`config.mk`:
```
export PLATFORM = sky130hd
export DESIGN_NAME = instr_fetch_unit
export DESIGN_NICKNAME = d
export VERILOG_FILES = /design/src/rtl/instr_fetch_unit.sv
export SDC_FILE = /design/constraint.sdc
export NUM_CORES = 1
export LEC_CHECK = 0
export BUFFER_PORTS_ARGS = -buffer_cell sky130_fd_sc_hd__buf_2
export CAP_MARGIN = 20
export CELL_PAD_IN_SITES_DETAIL_PLACEMENT = 0
export CELL_PAD_IN_SITES_GLOBAL_PLACEMENT = 1
export CORE_MARGIN = 1
export CORE_UTILIZATION = 40
export CTS_BUF_LIST = sky130_fd_sc_hd__clkbuf_16
export CTS_CLUSTER_DIAMETER = 30
export DETAILED_ROUTE_END_ITERATION = 10
export HOLD_SLACK_MARGIN = 0.05
export PLACE_DENSITY_LB_ADDON = 0.12
export SLEW_MARGIN = 0
export SYNTH_ARGS = -nofsm -noshare
export SYNTH_HDL_FRONTEND = slang
export SYNTH_SLANG_ARGS = --single-unit
```
`constraint.sdc`:
```
create_clock -name clk -period 3.6 [get_ports clk]
set_input_delay 0 -clock clk [delete_from_list [all_inputs] [get_ports clk]]
set_output_delay 0 -clock clk [all_outputs]
set_load 0.1 [all_outputs]
```
`src/rtl/instr_fetch_unit.sv`:
```
// ----------------------------------------------------------------------------
// instr_fetch_unit
//   Program counter and byte-serial instruction fetcher for an 8-bit, 64K
//   program RAM. It drives the RAM address, samples the combinational read
//   data, assembles 1- or 2-byte instructions and hands each one to the
//   decoder over a valid/ready handshake. Fetch stops permanently on the
//   halt opcode; only reset leaves the halted state.
//
// Parameters
//   RESET_PC     PC loaded on reset
//   HALT_OPCODE  opcode that halts fetch (never forwarded to the decoder)
//
// Ports
//   clk             in   1   system clock, rising edge
//   rst_n           in   1   asynchronous active-low reset
//   run             in   1   fetch enable (stalls FETCH_OP/FETCH_ARG when 0)
//   mem_addr        out  16  RAM byte address (= pc)
//   mem_data        in   8   RAM read data, valid in the same cycle
//   redirect_valid  in   1   branch/jump request from execute
//   redirect_addr   in   16  new PC when redirect_valid=1
//   instr_valid     out  1   instruction outputs valid
//   instr_ready     in   1   decoder accepts instruction
//   instr_opcode    out  8   opcode byte
//   instr_operand   out  8   operand byte (0 for 1-byte instructions)
//   instr_len       out  1   0 = 1-byte, 1 = 2-byte
//   instr_pc        out  16  address of the opcode byte
//   instr_count     out  16  accepted-instruction counter (wraps)
//   halted          out  1   sticky halt flag
// ----------------------------------------------------------------------------
module instr_fetch_unit #(
  parameter logic [15:0] RESET_PC    = 16'h0000,
  parameter logic [7:0]  HALT_OPCODE = 8'hFF
) (
  input  logic        clk,
  input  logic        rst_n,
  input  logic        run,
  output logic [15:0] mem_addr,
  input  logic [7:0]  mem_data,
  input  logic        redirect_valid,
  input  logic [15:0] redirect_addr,
  output logic        instr_valid,
  input  logic        instr_ready,
  output logic [7:0]  instr_opcode,
  output logic [7:0]  instr_operand,
  output logic        instr_len,
  output logic [15:0] instr_pc,
  output logic [15:0] instr_count,
  output logic        halted
);

  typedef enum logic [1:0] {
    S_FETCH_OP  = 2'd0,
    S_FETCH_ARG = 2'd1,
    S_HOLD      = 2'd2,
    S_HALT      = 2'd3
  } state_t;

  state_t      state_q, state_d;
  logic [15:0] pc_q, pc_d;
  logic [7:0]  opcode_q, opcode_d;
  logic [7:0]  operand_q, operand_d;
  logic        len_q, len_d;
  logic [15:0] ipc_q, ipc_d;
  logic [15:0] count_q, count_d;

  logic        is_halt_op;
  assign is_halt_op = (mem_data == HALT_OPCODE);

  // State register
  always_ff @(posedge clk or negedge rst_n) begin
    if (!rst_n) begin
      state_q <= S_FETCH_OP;
    end else begin
      state_q <= state_d;
    end
  end

  // Next-state logic; redirect outranks both run and instr_ready
  always_comb begin
    state_d = state_q;
    unique case (state_q)
      S_FETCH_OP: begin
        if (redirect_valid) begin
          state_d = S_FETCH_OP;
        end else if (run) begin
          if (is_halt_op)        state_d = S_HALT;
          else if (!mem_data[7]) state_d = S_FETCH_ARG;
          else                   state_d = S_HOLD;
        end
      end
      S_FETCH_ARG: begin
        if (redirect_valid)      state_d = S_FETCH_OP;
        else if (run)            state_d = S_HOLD;
      end
      S_HOLD: begin
        if (redirect_valid || instr_ready) state_d = S_FETCH_OP;
      end
      S_HALT: begin
        state_d = S_HALT;
      end
      default: state_d = S_FETCH_OP;
    endcase
  end

  // Output logic
  always_comb begin
    instr_valid = (state_q == S_HOLD);
    halted      = (state_q == S_HALT);
  end

  assign mem_addr      = pc_q;
  assign instr_opcode  = opcode_q;
  assign instr_operand = operand_q;
  assign instr_len     = len_q;
  assign instr_pc      = ipc_q;
  assign instr_count   = count_q;

  // Datapath next values
  always_comb begin
    pc_d      = pc_q;
    opcode_d  = opcode_q;
    operand_d = operand_q;
    len_d     = len_q;
    ipc_d     = ipc_q;
    count_d   = count_q;
    unique case (state_q)
      S_FETCH_OP: begin
        if (redirect_valid) begin
          pc_d = redirect_addr;
        end else if (run) begin
          pc_d = pc_q + 16'd1;
          // The halt byte is consumed but never shown on instr_*; the
          // outputs keep the last real instruction.
          if (!is_halt_op) begin
            opcode_d = mem_data;
            ipc_d    = pc_q;
            len_d    = ~mem_data[7];
            if (mem_data[7]) operand_d = 8'h00;
          end
        end
      end
      S_FETCH_ARG: begin
        if (redirect_valid) begin
          pc_d = redirect_addr;
        end else if (run) begin
          operand_d = mem_data;
          pc_d      = pc_q + 16'd1;
        end
      end
      S_HOLD: begin
        if (redirect_valid) begin
          pc_d = redirect_addr;
        end else if (instr_ready) begin
          count_d = count_q + 16'd1;
        end
      end
      default: ;
    endcase
  end

  always_ff @(posedge clk or negedge rst_n) begin
    if (!rst_n) begin
      pc_q      <= RESET_PC;
      opcode_q  <= 8'h00;
      operand_q <= 8'h00;
      len_q     <= 1'b0;
      ipc_q     <= 16'h0000;
      count_q   <= 16'h0000;
    end else begin
      pc_q      <= pc_d;
      opcode_q  <= opcode_d;
      operand_q <= operand_d;
      len_q     <= len_d;
      ipc_q     <= ipc_d;
      count_q   <= count_d;
    end
  end

endmodule

```
-- Word level (Yosys, flattened, before mapping)
Cells that the tools add are included.
- register bits: 67
- bits of input ports: 29
- output and inout port bits: 67
- logic and storage cells: 56
- add/subtract/negate cells: 2
- eq/ne operators: 15
- mux-type cells: 19
- bitwise gates (word level): 3
- reduce and logical (&&, ||, !) cells: 10
- operator list (operator ; count):
    16-bit 2-to-1 mux ; 3
    8-bit 2-to-1 mux ; 6
    16-bit by 1-bit adder with 16-bit output, second input constant ; 2
    16-bit one-hot mux with 2 select lines ; 1
    8-bit one-hot mux with 2 select lines ; 1
    2-bit 2-to-1 mux ; 7
    2-bit != test, second input constant ; 7
    3-bit AND reduction ; 3
    8-bit equality test, second input constant ; 1
    2-bit one-hot mux with 4 select lines ; 1
    7-bit AND reduction ; 1
    3-bit != test, second input constant ; 2
    2-bit equality test, second input constant ; 2
    4-bit AND reduction ; 1
    2-bit nonzero test ; 2
    3-bit by 1-bit != test with 1-bit output, second input constant ; 1
    1-bit NOT ; 3
    2-bit by 1-bit equality test with 1-bit output, second input constant ; 1
    2-bit zero test ; 1
    2-bit by 1-bit != test with 1-bit output, second input constant ; 1
    2-bit OR reduction ; 1
    1-bit logical OR ; 1

-- Longest topological paths before layout
- word-level depth: 5
- depth in mapped cells: 7
- mapped depth without buffers: 6

-- Worst setup path before layout
OpenSTA, ideal clock, no wires.
- kind: reg-to-reg
- start: register state_q[0]
- end: register pc_q[2] (netlist: mem_addr[2])
- library setup time: 0.079 ns
- arrival time: 2.815 ns
- data required time: 3.521 ns
- setup slack: 0.706 ns
- cell stages (with the launch flop): 8
- buffers on the path: 2
- clock period less this slack: 2.894 ns
- cells stage by stage: dfrtp_1 > buf_2 > nor2b_1 > nor2_1 > buf_2 > nand3_1 > o21ai_0 > a21oi_1
- elaborated cells on any way between the ends: 9
- those cells by class: eq/ne (4); mux (1); reduce/logical (4)
- RTL lines (element ; RTL line ; source):
    from (decl) ; 58 ; state_t state_q, state_d;
    from (signal assigned) ; 74 ; state_q <= state_d;
    2-bit equality test (*) ; n/a ;
    via instr_valid ; 41 ; output logic instr_valid,
    2-bit != test (no line) / 2-bit nonzero test (equally long branches) ; n/a ;
    3-bit AND reduction (no line) ; n/a ;
    to (signal assigned) ; 170 ; pc_q <= pc_d;
    to (decl) ; 59 ; logic [15:0] pc_q, pc_d;
Mark *: on every way through the listed nets, which the timed path passes. The rest lies on a longest branch.
A chain may end at the register's enable or synchronous reset.

-- Worst setup path in the final report
- start: register state_q[1]
- end: register pc_q[8] (netlist: mem_addr[8])
- word-level cells in the longest chain between the ends: 4
- elaborated cells on any way between the ends: 9
- those cells by class: eq/ne (4); mux (1); reduce/logical (4)
- RTL lines (element ; RTL line ; source):
    2-bit by 1-bit equality test with 1-bit output / 2-bit zero test (equally long branches) ; 126 ; unique case (state_q)
    2-bit OR reduction (no line) ; n/a ;
    3-bit by 1-bit != test with 1-bit output (no line) / 2-bit nonzero test (equally long branches) ; n/a ;
    3-bit AND reduction (no line) ; n/a ;
Parallel ways exist; a longest one is shown, timed or not.

==> out/metrics.csv <==
metric,value,unit
post-route ant nets,0,
final non-filler cell total,496,
Power per Cell Area,886,nW/um^2
crit path from,state_q[1],
WL per Instance,15.4,um
Reg2Reg Setup Slack,1.52,ns
CTS tree,built,
Total GRT Usage,20.1,%
I/O Pins,96,
first-pass GRT wire length,12.7,mm
MaxCap Viol Count,0,
mean number of vias per cell,5.11,
largest net degree at the start of global routing,48,
CTS max path bufs,2,
floorplan core area,7330,um^2
DRC Markers,0,
fin. max-slew vios,0,
post-CTS sizing,0,
Worst VDD drop,0.000504,V
clk slew on worst S/H paths,0.05,ns
synthesis-to-layout area growth,36.3,%
Total Wirelength,7.62,mm
latest clock arrival within the worst-skew pair,0.32,ns
hold path startpoint,redirect_valid,
placed cells,454,
router iterations before antenna repair,4,
Fin Setup TNS,0,ns
RSZ-0062 raised after global routing,false,
CP Capture Type,flop,
Pleak,2.05,nW
Slew @ Worst Pin,1.02,ns
Fin. Hold Viols,0,
Final Skew,0.00551,ns
Setup Viol. Count Final,0,
Mapped Area,3080,um^2
layout cell share with drive strength beyond 1,35.5,%
Crit Path Max Fanout,17,
# H-tree levels,3,
Hold WC Path Type,in -> reg,
most frequent cells in the layout,"buf_2 (95), dfrtp_1 (67), dlygate4sd3_1 (27)",
fmax,481,MHz
Via Count,2536,
input/output buffers,95,
"Seq/Total Area, Yosys",54.4,%
critical path class,reg -> reg,
gpl congestion,0.813,
worst path arrival time,2.27,ns
CP startpoint kind,flop,
final worst-path cycle share,57.7,%
Final nets,425,
Period minus WS final,2.08,ns
R2R depth,5,
status,completed,
Sink Count,67,
total CTS buffers,9,
hold slack,0.115,ns
Post-Synthesis Cells,266,
worst setup path end,mem_addr[8],
Layout Cell Area excl Fill,4200,um^2
syn_area_per_cell,11.6,um^2
die height,89.7,um
vias in the first global route,2435,
die area,8050,um^2
row count,31,
Final HPWL DP,5.19,mm
worst endpoint required time,3.79,ns
GRT overflow,0,
Root Driver,clkbuf_16,
FF-to-FF Start,state_q[1],
Post-DP Area,3630,um^2
Die Width,89.7,um
synth warn,0,
Synth Flop Type,dfrtp_1,
DR iter-0 viols,123,
Initial Util,42.0,%
"most common cell after layout, fill and taps aside",buf_2,
initial antenna violation count,0,
number of library cell types mapped by synthesis,40,
"flops & latches, synth",67,
antenna diode count,0,
Slew headroom,32.0,%
Post-synth EDFFs,0,
capturing point of the worst reg2reg path,mem_addr[8],
"Async S/R FF share, synth",100,%
Mapped Nets,297,
## final cells by class
type	instances	area, um^2
Clock buffer	9	225
Sequential cell	67	1680
Clock inverter	5	47.5
Multi-Input combinational cell	188	1330
Timing Repair Buffer	125	781
Fill cell	652	3130
Tap cell	99	124
Inverter	3	11.3
## state kept, by name (all words and copies together), names as in the netlist
signal,count
instr_pc,16
instr_operand,8
instr_count,16
instr_len,1
state_q,2
mem_addr,16
instr_opcode,8
## through the flow
| step | total power, W | worst slack, ns | utilization, % |
|---|---|---|---|
| CTS | 0.00374 | 1.52 | 57.0 |
| global placement | 0.00288 | 1.61 | 49.6 |
| floorplan | 0.00259 | 0.706 | - |
| finish | 0.00372 | 1.52 | 57.2 |
| detailed placement | 0.00289 | 1.53 | 49.6 |
| global route | 0.00386 | 1.33 | 57.2 |
## report_power, final
| part | switching (W) | internal [W] |
|---|---|---|
| logic | 0.00149 | 0.000344 |
| clock network | 0.000298 | 0.000520 |
| registers | 0.000142 | 0.000922 |
| total | 0.00193 | 0.00179 |
## repair_timing
action | 4_1_cts | 5_1_grt
setup buffers | 0 | 0
endpoints found under the hold margin | 54 | 0
hold buffers | 27 | 0
## Yosys cell counts (2+ instances only)
library cell | n | area (um^2)
dfrtp_1 | 67 | 1680
and4_1 | 3 | 26.3
xnor2_1 | 11 | 96.3
clkbuf_1 | 2 | 7.51
buf_2 | 3 | 15.0
buf_6 | 2 | 22.5
nor3_1 | 3 | 15.0
inv_1 | 3 | 11.3
and3_1 | 8 | 50.1
a22o_1 | 8 | 70.1
a211oi_1 | 3 | 22.5
o22ai_1 | 5 | 31.3
a31oi_1 | 2 | 12.5
nor2_1 | 17 | 63.8
and2_1 | 5 | 31.3
mux2_2 | 8 | 90.1
mux2_4 | 16 | 240
o221a_2 | 2 | 22.5
nand3_1 | 12 | 60.1
o21ai_0 | 16 | 80.1
xor2_1 | 4 | 35.0
o32ai_1 | 2 | 17.5
nand4_1 | 8 | 50.1
a21oi_1 | 17 | 85.1
nand2b_1 | 2 | 12.5
nand2_1 | 22 | 82.6
ha_1 | 2 | 25.0
## how the worst min path moves through the flow
stage,end,cells past startpoint
after floorplan,instr_count[0],0
after detailed placement,instr_count[3],1
after global placement,instr_count[3],1
final,state_q[1],4
after CTS,state_q[1],4
after global routing,state_q[1],4
## critical path, cell delays in order, from the launching register on
cell	delay, ns
dfrtp_1	0.47
nor2b_1	0.20
nor2_1	0.78
o21ai_0	0.24
a21oi_1	0.21
a211oi_1	0.06
## kinds of logic (layout without fill, tap and decap cells)
| logic type | Yosys count | after routing | synth area share, % |
|---|---|---|---|
| simple gates | 85 | 85 | 14.3 |
| fa+ha+maj | 2 | 2 | 0.813 |
| flops | 67 | 67 | 54.4 |
| xor+xnor | 15 | 15 | 4.27 |
| compound gates | 61 | 61 | 12.8 |
| mux | 25 | 25 | 11.1 |
| buf+inv | 11 | 142 | 2.32 |
## routing by layer
layer,share of wire (%),wire [um],vias up,GRT usage (%)
li1,-,-,1232,-
met3,4.7,356,6,3.72
met2,46,3540,86,30.4
met5,0,0,-,0
met4,1.2,93,0,8.88
met1,48,3630,1212,28.1
Power figures use the tool's default switching activity.
